## config.mk

```make
export PLATFORM = sky130hd
export DESIGN_NAME = sram_responder
export DESIGN_NICKNAME = d
export VERILOG_FILES = /design/src/rtl/sram_pkg.sv /design/src/rtl/sram_edge_sync.sv /design/src/rtl/sram_responder.sv
export SDC_FILE = /design/constraint.sdc
export NUM_CORES = 1
export LEC_CHECK = 0
export ABC_AREA = 1
export CAP_MARGIN = 20
export CELL_PAD_IN_SITES_DETAIL_PLACEMENT = 0
export CELL_PAD_IN_SITES_GLOBAL_PLACEMENT = 1
export CORE_MARGIN = 4
export CORE_UTILIZATION = 44
export DETAILED_ROUTE_END_ITERATION = 10
export PLACE_DENSITY_LB_ADDON = 0.1
export SYNTH_ARGS = -nofsm -noshare
export SYNTH_HDL_FRONTEND = slang
export SYNTH_SLANG_ARGS = --single-unit
```

## constraint.sdc

```tcl
create_clock -name clk -period 4.2 [get_ports clk]
set_clock_uncertainty 0.1 [all_clocks]
set_input_delay 0.42 -clock clk [delete_from_list [all_inputs] [get_ports clk]]
set_output_delay 0.42 -clock clk [all_outputs]
set_load 0.01 [all_outputs]
```

## src/rtl/sram_pkg.sv

```systemverilog
// Shared definitions for the SRAM responder: FSM state encoding, default
// geometry/latency constants and the parity helper used by the optional
// parity-protected array (SRAM_RESP_PARITY_EN).
package sram_pkg;

  localparam int DW_DEF       = 8;
  localparam int AW_DEF       = 4;
  localparam int READ_LAT_DEF = 2;

  // Widest word the parity helper accepts; callers zero-extend into it.
  localparam int PAR_MAX_W    = 64;

  typedef enum logic [1:0] {
    IDLE      = 2'd0,
    WRITE     = 2'd1,
    READ_WAIT = 2'd2,
    DRIVE     = 2'd3
  } state_e;

  // Even parity bit: makes the total count of ones (data + bit) even.
  // Zero-extension does not change the XOR reduction.
  function automatic logic even_parity(input logic [PAR_MAX_W-1:0] d);
    return ^d;
  endfunction

endpackage

```

## src/rtl/sram_edge_sync.sv

```systemverilog
// Registers the six SRAM control inputs once and derives the edge pulses the
// responder FSM needs by comparing each registered value with its previous
// registered value. Active-low strobes reset to their inactive (high) level.
module sram_edge_sync (
  input  logic clk,
  input  logic reset,
  input  logic count,
  input  logic latch,
  input  logic de,
  input  logic n_ce,
  input  logic n_oe,
  input  logic n_we,
  output logic count_rise,
  output logic latch_lvl,
  output logic de_lvl,
  output logic n_ce_lvl,
  output logic n_oe_lvl,
  output logic n_we_lvl,
  output logic n_we_rise,
  output logic n_we_fall
);

  // Bit order: {n_we, n_oe, n_ce, de, latch, count}
  localparam logic [5:0] SYNC_RST = 6'b111000;

  logic [5:0] sync_q, sync_d;
  logic       count_prev_q, count_prev_d;
  logic       n_we_prev_q, n_we_prev_d;

  // Next values: sample raw inputs, and keep the prior registered copy for edges.
  always_comb begin
    sync_d       = {n_we, n_oe, n_ce, de, latch, count};
    count_prev_d = sync_q[0];
    n_we_prev_d  = sync_q[5];
  end

  // Input register and previous-value register.
  always_ff @(posedge clk or negedge reset) begin
    if (!reset) begin
      sync_q       <= SYNC_RST;
      count_prev_q <= 1'b0;
      n_we_prev_q  <= 1'b1;
    end else begin
      sync_q       <= sync_d;
      count_prev_q <= count_prev_d;
      n_we_prev_q  <= n_we_prev_d;
    end
  end

  assign count_rise = sync_q[0] & ~count_prev_q;
  assign latch_lvl  = sync_q[1];
  assign de_lvl     = sync_q[2];
  assign n_ce_lvl   = sync_q[3];
  assign n_oe_lvl   = sync_q[4];
  assign n_we_lvl   = sync_q[5];
  assign n_we_rise  = sync_q[5] & ~n_we_prev_q;
  assign n_we_fall  = ~sync_q[5] & n_we_prev_q;

endmodule

```

## src/rtl/sram_responder.sv

```systemverilog
// Memory-side responder for the SRAM read/write cycle controllers: address
// counter, write-data hold register, synchronous storage array and a small
// FSM that commits writes on n_we rising and returns reads after READ_LAT
// cycles. Protocol violations raise a sticky err flag.
// Optional feature macro: SRAM_RESP_PARITY_EN adds a parity bit per word,
// a sticky parity error folded into err and the par_err port.
module sram_responder
  import sram_pkg::*;
#(
  parameter int DW       = DW_DEF,
  parameter int AW       = AW_DEF,
  parameter int READ_LAT = READ_LAT_DEF
) (
  input  logic          clk,
  input  logic          reset,
  input  logic          count,
  input  logic          latch,
  input  logic          de,
  input  logic          n_ce,
  input  logic          n_oe,
  input  logic          n_we,
  input  logic [DW-1:0] data_in,
  output logic [DW-1:0] data_out,
  output logic          data_valid,
  output logic [AW-1:0] addr,
  output logic          busy,
  output logic          err
`ifdef SRAM_RESP_PARITY_EN
  ,
  output logic          par_err
`endif
);

`ifdef SRAM_RESP_PARITY_EN
  localparam int MW = DW + 1;
`else
  localparam int MW = DW;
`endif
  localparam int CW    = 3;
  localparam int DEPTH = 2 ** AW;

  logic count_rise, latch_lvl, de_lvl, n_ce_lvl, n_oe_lvl, n_we_lvl;
  logic n_we_rise, n_we_fall;

  state_e        state_q, state_d;
  logic [AW-1:0] addr_q, addr_d;
  logic [DW-1:0] hold_q, hold_d;
  logic [CW-1:0] cnt_q, cnt_d;
  logic [DW-1:0] dout_q, dout_d;
  logic          dv_q, dv_d;
  logic          err_q, err_d;
  logic          busy_q, busy_d;

  logic [MW-1:0] mem_q [DEPTH];
  logic [MW-1:0] rd_word;
  logic [MW-1:0] wr_word;
  logic          mem_we;
  logic          load;
  logic          viol;

  sram_edge_sync u_edge_sync (
    .clk        (clk),
    .reset      (reset),
    .count      (count),
    .latch      (latch),
    .de         (de),
    .n_ce       (n_ce),
    .n_oe       (n_oe),
    .n_we       (n_we),
    .count_rise (count_rise),
    .latch_lvl  (latch_lvl),
    .de_lvl     (de_lvl),
    .n_ce_lvl   (n_ce_lvl),
    .n_oe_lvl   (n_oe_lvl),
    .n_we_lvl   (n_we_lvl),
    .n_we_rise  (n_we_rise),
    .n_we_fall  (n_we_fall)
  );

  assign rd_word = mem_q[addr_q];

`ifdef SRAM_RESP_PARITY_EN
  logic par_err_q, par_err_d;

  assign wr_word = {even_parity(PAR_MAX_W'(hold_q)), hold_q};

  // Sticky parity flag: checked every time data_out is (re)loaded.
  always_comb begin
    par_err_d = par_err_q;
    if (load && (even_parity(PAR_MAX_W'(rd_word[DW-1:0])) != rd_word[DW])) begin
      par_err_d = 1'b1;
    end
  end

  // Parity flag register.
  always_ff @(posedge clk or negedge reset) begin
    if (!reset) par_err_q <= 1'b0;
    else        par_err_q <= par_err_d;
  end

  assign par_err = par_err_q;
  assign err     = err_q | par_err_q;
`else
  assign wr_word = hold_q;
  assign err     = err_q;
`endif

  // Next-state logic: address counter, hold register, FSM and read path.
  // A write commits at addr_q, i.e. before any same-cycle count increment.
  always_comb begin
    state_d = state_q;
    addr_d  = addr_q + AW'(count_rise);
    hold_d  = latch_lvl ? data_in : hold_q;
    cnt_d   = cnt_q;
    dout_d  = dout_q;
    dv_d    = dv_q;
    err_d   = err_q;
    mem_we  = 1'b0;
    load    = 1'b0;

    viol = (!n_ce_lvl && !n_oe_lvl && !n_we_lvl) ||
           (n_we_fall && ((state_q == READ_WAIT) || (state_q == DRIVE)));

    if (viol) begin
      err_d   = 1'b1;
      dv_d    = 1'b0;
      state_d = IDLE;
    end else if (n_ce_lvl) begin
      dv_d    = 1'b0;
      state_d = IDLE;
    end else begin
      case (state_q)
        IDLE: begin
          if (!n_we_lvl) begin
            state_d = WRITE;
          end else if (!n_oe_lvl) begin
            // With a one-cycle latency there is no wait phase at all.
            if (READ_LAT == 1) begin
              load    = 1'b1;
              state_d = DRIVE;
            end else begin
              cnt_d   = CW'(READ_LAT - 1);
              state_d = READ_WAIT;
            end
          end
        end
        WRITE: begin
          if (n_we_rise) begin
            mem_we  = de_lvl;
            state_d = IDLE;
          end
        end
        READ_WAIT: begin
          if (n_oe_lvl) begin
            dv_d    = 1'b0;
            state_d = IDLE;
          end else begin
            cnt_d = cnt_q - CW'(1);
            if (cnt_d == '0) begin
              load    = 1'b1;
              state_d = DRIVE;
            end
          end
        end
        DRIVE: begin
          if (n_oe_lvl) begin
            dv_d    = 1'b0;
            state_d = IDLE;
          end else begin
            load = 1'b1;
          end
        end
        default: state_d = IDLE;
      endcase
    end

    if (load) begin
      dout_d = rd_word[DW-1:0];
      dv_d   = 1'b1;
    end

    busy_d = (state_d != IDLE);
  end

  // FSM state and registered outputs.
  always_ff @(posedge clk or negedge reset) begin
    if (!reset) begin
      state_q <= IDLE;
      addr_q  <= '0;
      hold_q  <= '0;
      cnt_q   <= '0;
      dout_q  <= '0;
      dv_q    <= 1'b0;
      err_q   <= 1'b0;
      busy_q  <= 1'b0;
    end else begin
      state_q <= state_d;
      addr_q  <= addr_d;
      hold_q  <= hold_d;
      cnt_q   <= cnt_d;
      dout_q  <= dout_d;
      dv_q    <= dv_d;
      err_q   <= err_d;
      busy_q  <= busy_d;
    end
  end

  // Storage array: contents survive reset.
  always_ff @(posedge clk) begin
    if (mem_we) mem_q[addr_q] <= wr_word;
  end

  assign data_out   = dout_q;
  assign data_valid = dv_q;
  assign addr       = addr_q;
  assign busy       = busy_q;

endmodule

```

==> qor.yml <==
htreeDepth: 4
power.density_mw_per_mm2: 616
mostFrequentLayoutCell: "nand2_1"
fin_area_mm2: 0.00781
grt_first_pass_wirelength_mm: 24.3
reg2reg_setup_slack_ns: 1.67
die_h_um: 133
first_global_vias: 4399
min_path_type: "in2async"
synth_cell_types: 28
ys_ff_latch: 164
p_switching_w: 0.00167
core.rowCount: 45
path_class: "reg2out"
clkPwrFrac_pct: 31.5
max_slew_margin_pct: 31.9
worst_pin_slew_ns: 1.01
antenna_left: 0
netlist_instances: 652
wl_met1_mm: 7.19
drv_cap: 0
num_vias: 4465
cp-end-kind: "output pin"
avgSynthCellArea_um2: 10.5
route.detailed.drc: 0
routed_wl_mm: 15.5
grt_usage_pct: 18.5
tritoncts: "yes"
crit_start: "addr[0]"
nets: 701
portBuffers: 30
synth_nets: 672
antennaDiodeCount: 0
yosysWarnings: 0
cp_cell_sequence: "buf_4 > clkdlybuf4s50_1"
place.gp.congestion: 0.826
clk_latency_ns: 0.42
drive_above_1_share_pct: 8.21
dp.cells: 849
die_w_um: 133
setup_tns_ns: 0
cts_buffers: 17
grt_antenna_before_repair: 0
grt_max_degree: 65
met3WireLength_um: 967
dp_hpwl_mm: 10.2
period_needed_ns: 2.75
vdd_drop_max_mv: 0.365
dr.pass1.iters: 6
netSwitchingFraction_pct: 34.8
cts.clk_slew.worst_paths_ns: 0.07
synthDominantCellAreaShare_pct: 56.1
cts_buffer_depth: 2
clockRootBuffer: "clkbuf_16"
cts_resized: 0
worst-endpoint-required_ns: 3.68
highest_layer: "met4"
start_util_pct: 45.0
design.core.area_mm2: 0.0152
initialDrtViolationCount: 316
synth_area_leaders: "edfxtp_1 56%, nand2_1 20%, dfrtp_1 12%, dfstp_2 1.5%, nand3_1 1.4%"
netlist_area_mm2: 0.00685
viasPerCell: 5.06
wl_met2_mm: 7.20
worstSetupStartpointType: "flip-flop"
clock_sinks: 164
seqPwrFrac_pct: 41.0
placed_cell_area_mm2: 0.00723
post_cts_buffers: 0
worstPathMaxFanout: 59
internal-power_w: 0.00314
p_leak_nw: 3.32
rsz0062_at_grt: "false"
overflow: 0
io_pins: 31
cp_slowest_cell: "clkdlybuf4s50_1"
fmax_ghz: 0.364
critPathBufInv: 2
yosysTopAreaCell: "edfxtp_1"
final_cell_mix: "357 x nand2_1, 128 x edfxtp_1, 31 x dfrtp_1, 29 x clkdlybuf4s50_1, 25 x nor2_1"
fp.dieArea_mm2: 0.0176
min_period_over_period_pct: 65.4
cpLargestDelayFamily: "buffers and inverters"
synth_seq_area_share_pct: 69.4
area_growth_pct: 14.1
crit_path_max_incr_delay_ns: 0.66
slew_viol_final: 0
p_comb_share_pct: 27.5
cts_hold_buf: 0
hold_viol_final: 0
r2r-start: "u_edge_sync.sync_q[5]"
worst-endpoint-arrival_ns: 2.23
wl_per_cell_um: 17.6
fin_cells: 882
setup_violations: 0
status: "completed"
## state kept, by name, indices dropped and copies added, names as in the netlist
| register | count |
|---|---|
| data_valid | 1 |
| u_edge_sync.n_we_prev_q | 1 |
| busy | 1 |
| state_q | 2 |
| hold_q | 8 |
| addr | 4 |
| data_out | 8 |
| u_edge_sync.sync_q | 6 |
| err | 1 |
| mem_q | 128 |
| cnt_q | 3 |
| u_edge_sync.count_prev_q | 1 |
## synthesized netlist by cell type
library cell	number
buf_6	2
or2_2	2
nor2_1	25
nand2_2	2
edfxtp_1	128
dfrtp_1	32
nor2_2	1
clkinv_1	1
nor3_1	2
dfstp_2	4
ha_1	4
clkbuf_1	2
buf_2	13
nand2_1	357
a21oi_2	1
buf_8	2
inv_6	1
nand3_1	19
buf_12	1
mux2_2	8
inv_2	2
nor3_4	1
o21ai_0	6
o21ai_1	6
xor2_1	2
inv_1	24
nand4_1	1
buf_4	3
## metrics by stage
stage / utilization, % / power, W / setup WS [ns] / hold slack [ns]
global placement: 47.5 / 0.00333 / 1.65 / 0.264
detailed placement: 47.5 / 0.00333 / 1.64 / 0.269
CTS: 51.3 / 0.00485 / 1.46 / 0.00755
floorplan: - / 0.00293 / 1.99 / 0.0244
finish: 51.4 / 0.00481 / 1.45 / 0.00206
global route: 51.4 / 0.00510 / 1.38 / 0.0650
## final cells by class
type                    count  area [um^2]
clock inverters            15          155
repair buffers             33          315
clock buffers              17          425
inverters                  28          110
multi-input cells         437         1820
fillers                  1340         7390
well taps                 188          235
flip-flops and latches    164         4750
## worst paths after layout
path / to / cells past startpoint
worst min-delay path: data_out[7] / 1
worst min register to register: u_edge_sync.n_we_prev_q / 0
min in group clk: u_edge_sync.n_we_prev_q / 0
worst max-delay path: addr[0] / 2
worst max register to register: mem_q[15][1] / 5
max in group asynchronous: addr[0] / 1
## power by group through the flow
stage | sequential, W | combinational [W] | clock, W
after floorplan | 0.00197 | 0.000964 | 0
after global placement | 0.00201 | 0.00133 | 0
after detailed placement | 0.00201 | 0.00132 | 0
after CTS | 0.00198 | 0.00133 | 0.00155
after global routing | 0.00199 | 0.00148 | 0.00163
final | 0.00197 | 0.00132 | 0.00152
## kinds of logic (layout without fill, tap and decap cells)
group / count (synthesis) / after routing / synth area share [%]
and+or+nand+nor: 410 / 410 / 23.3
adders and majority gates: 4 / 4 / 0.731
xor gates and xnor gates: 2 / 2 / 0.256
AOI/OAI and AO/OA: 13 / 13 / 1.01
buffers and inverters: 51 / 93 / 4.06
muxes: 8 / 8 / 1.32
DFF: 164 / 164 / 69.4
## routing by layer
| layer | track usage, % | up-vias |
|---|---|---|
| met5 | 0 | - |
| met4 | 5.20 | 0 |
| met3 | 4.30 | 11 |
| met2 | 28.8 | 137 |
| met1 | 26.4 | 2140 |
| li1 | - | 2177 |
No activity file was read; power rests on OpenSTA's default activity.
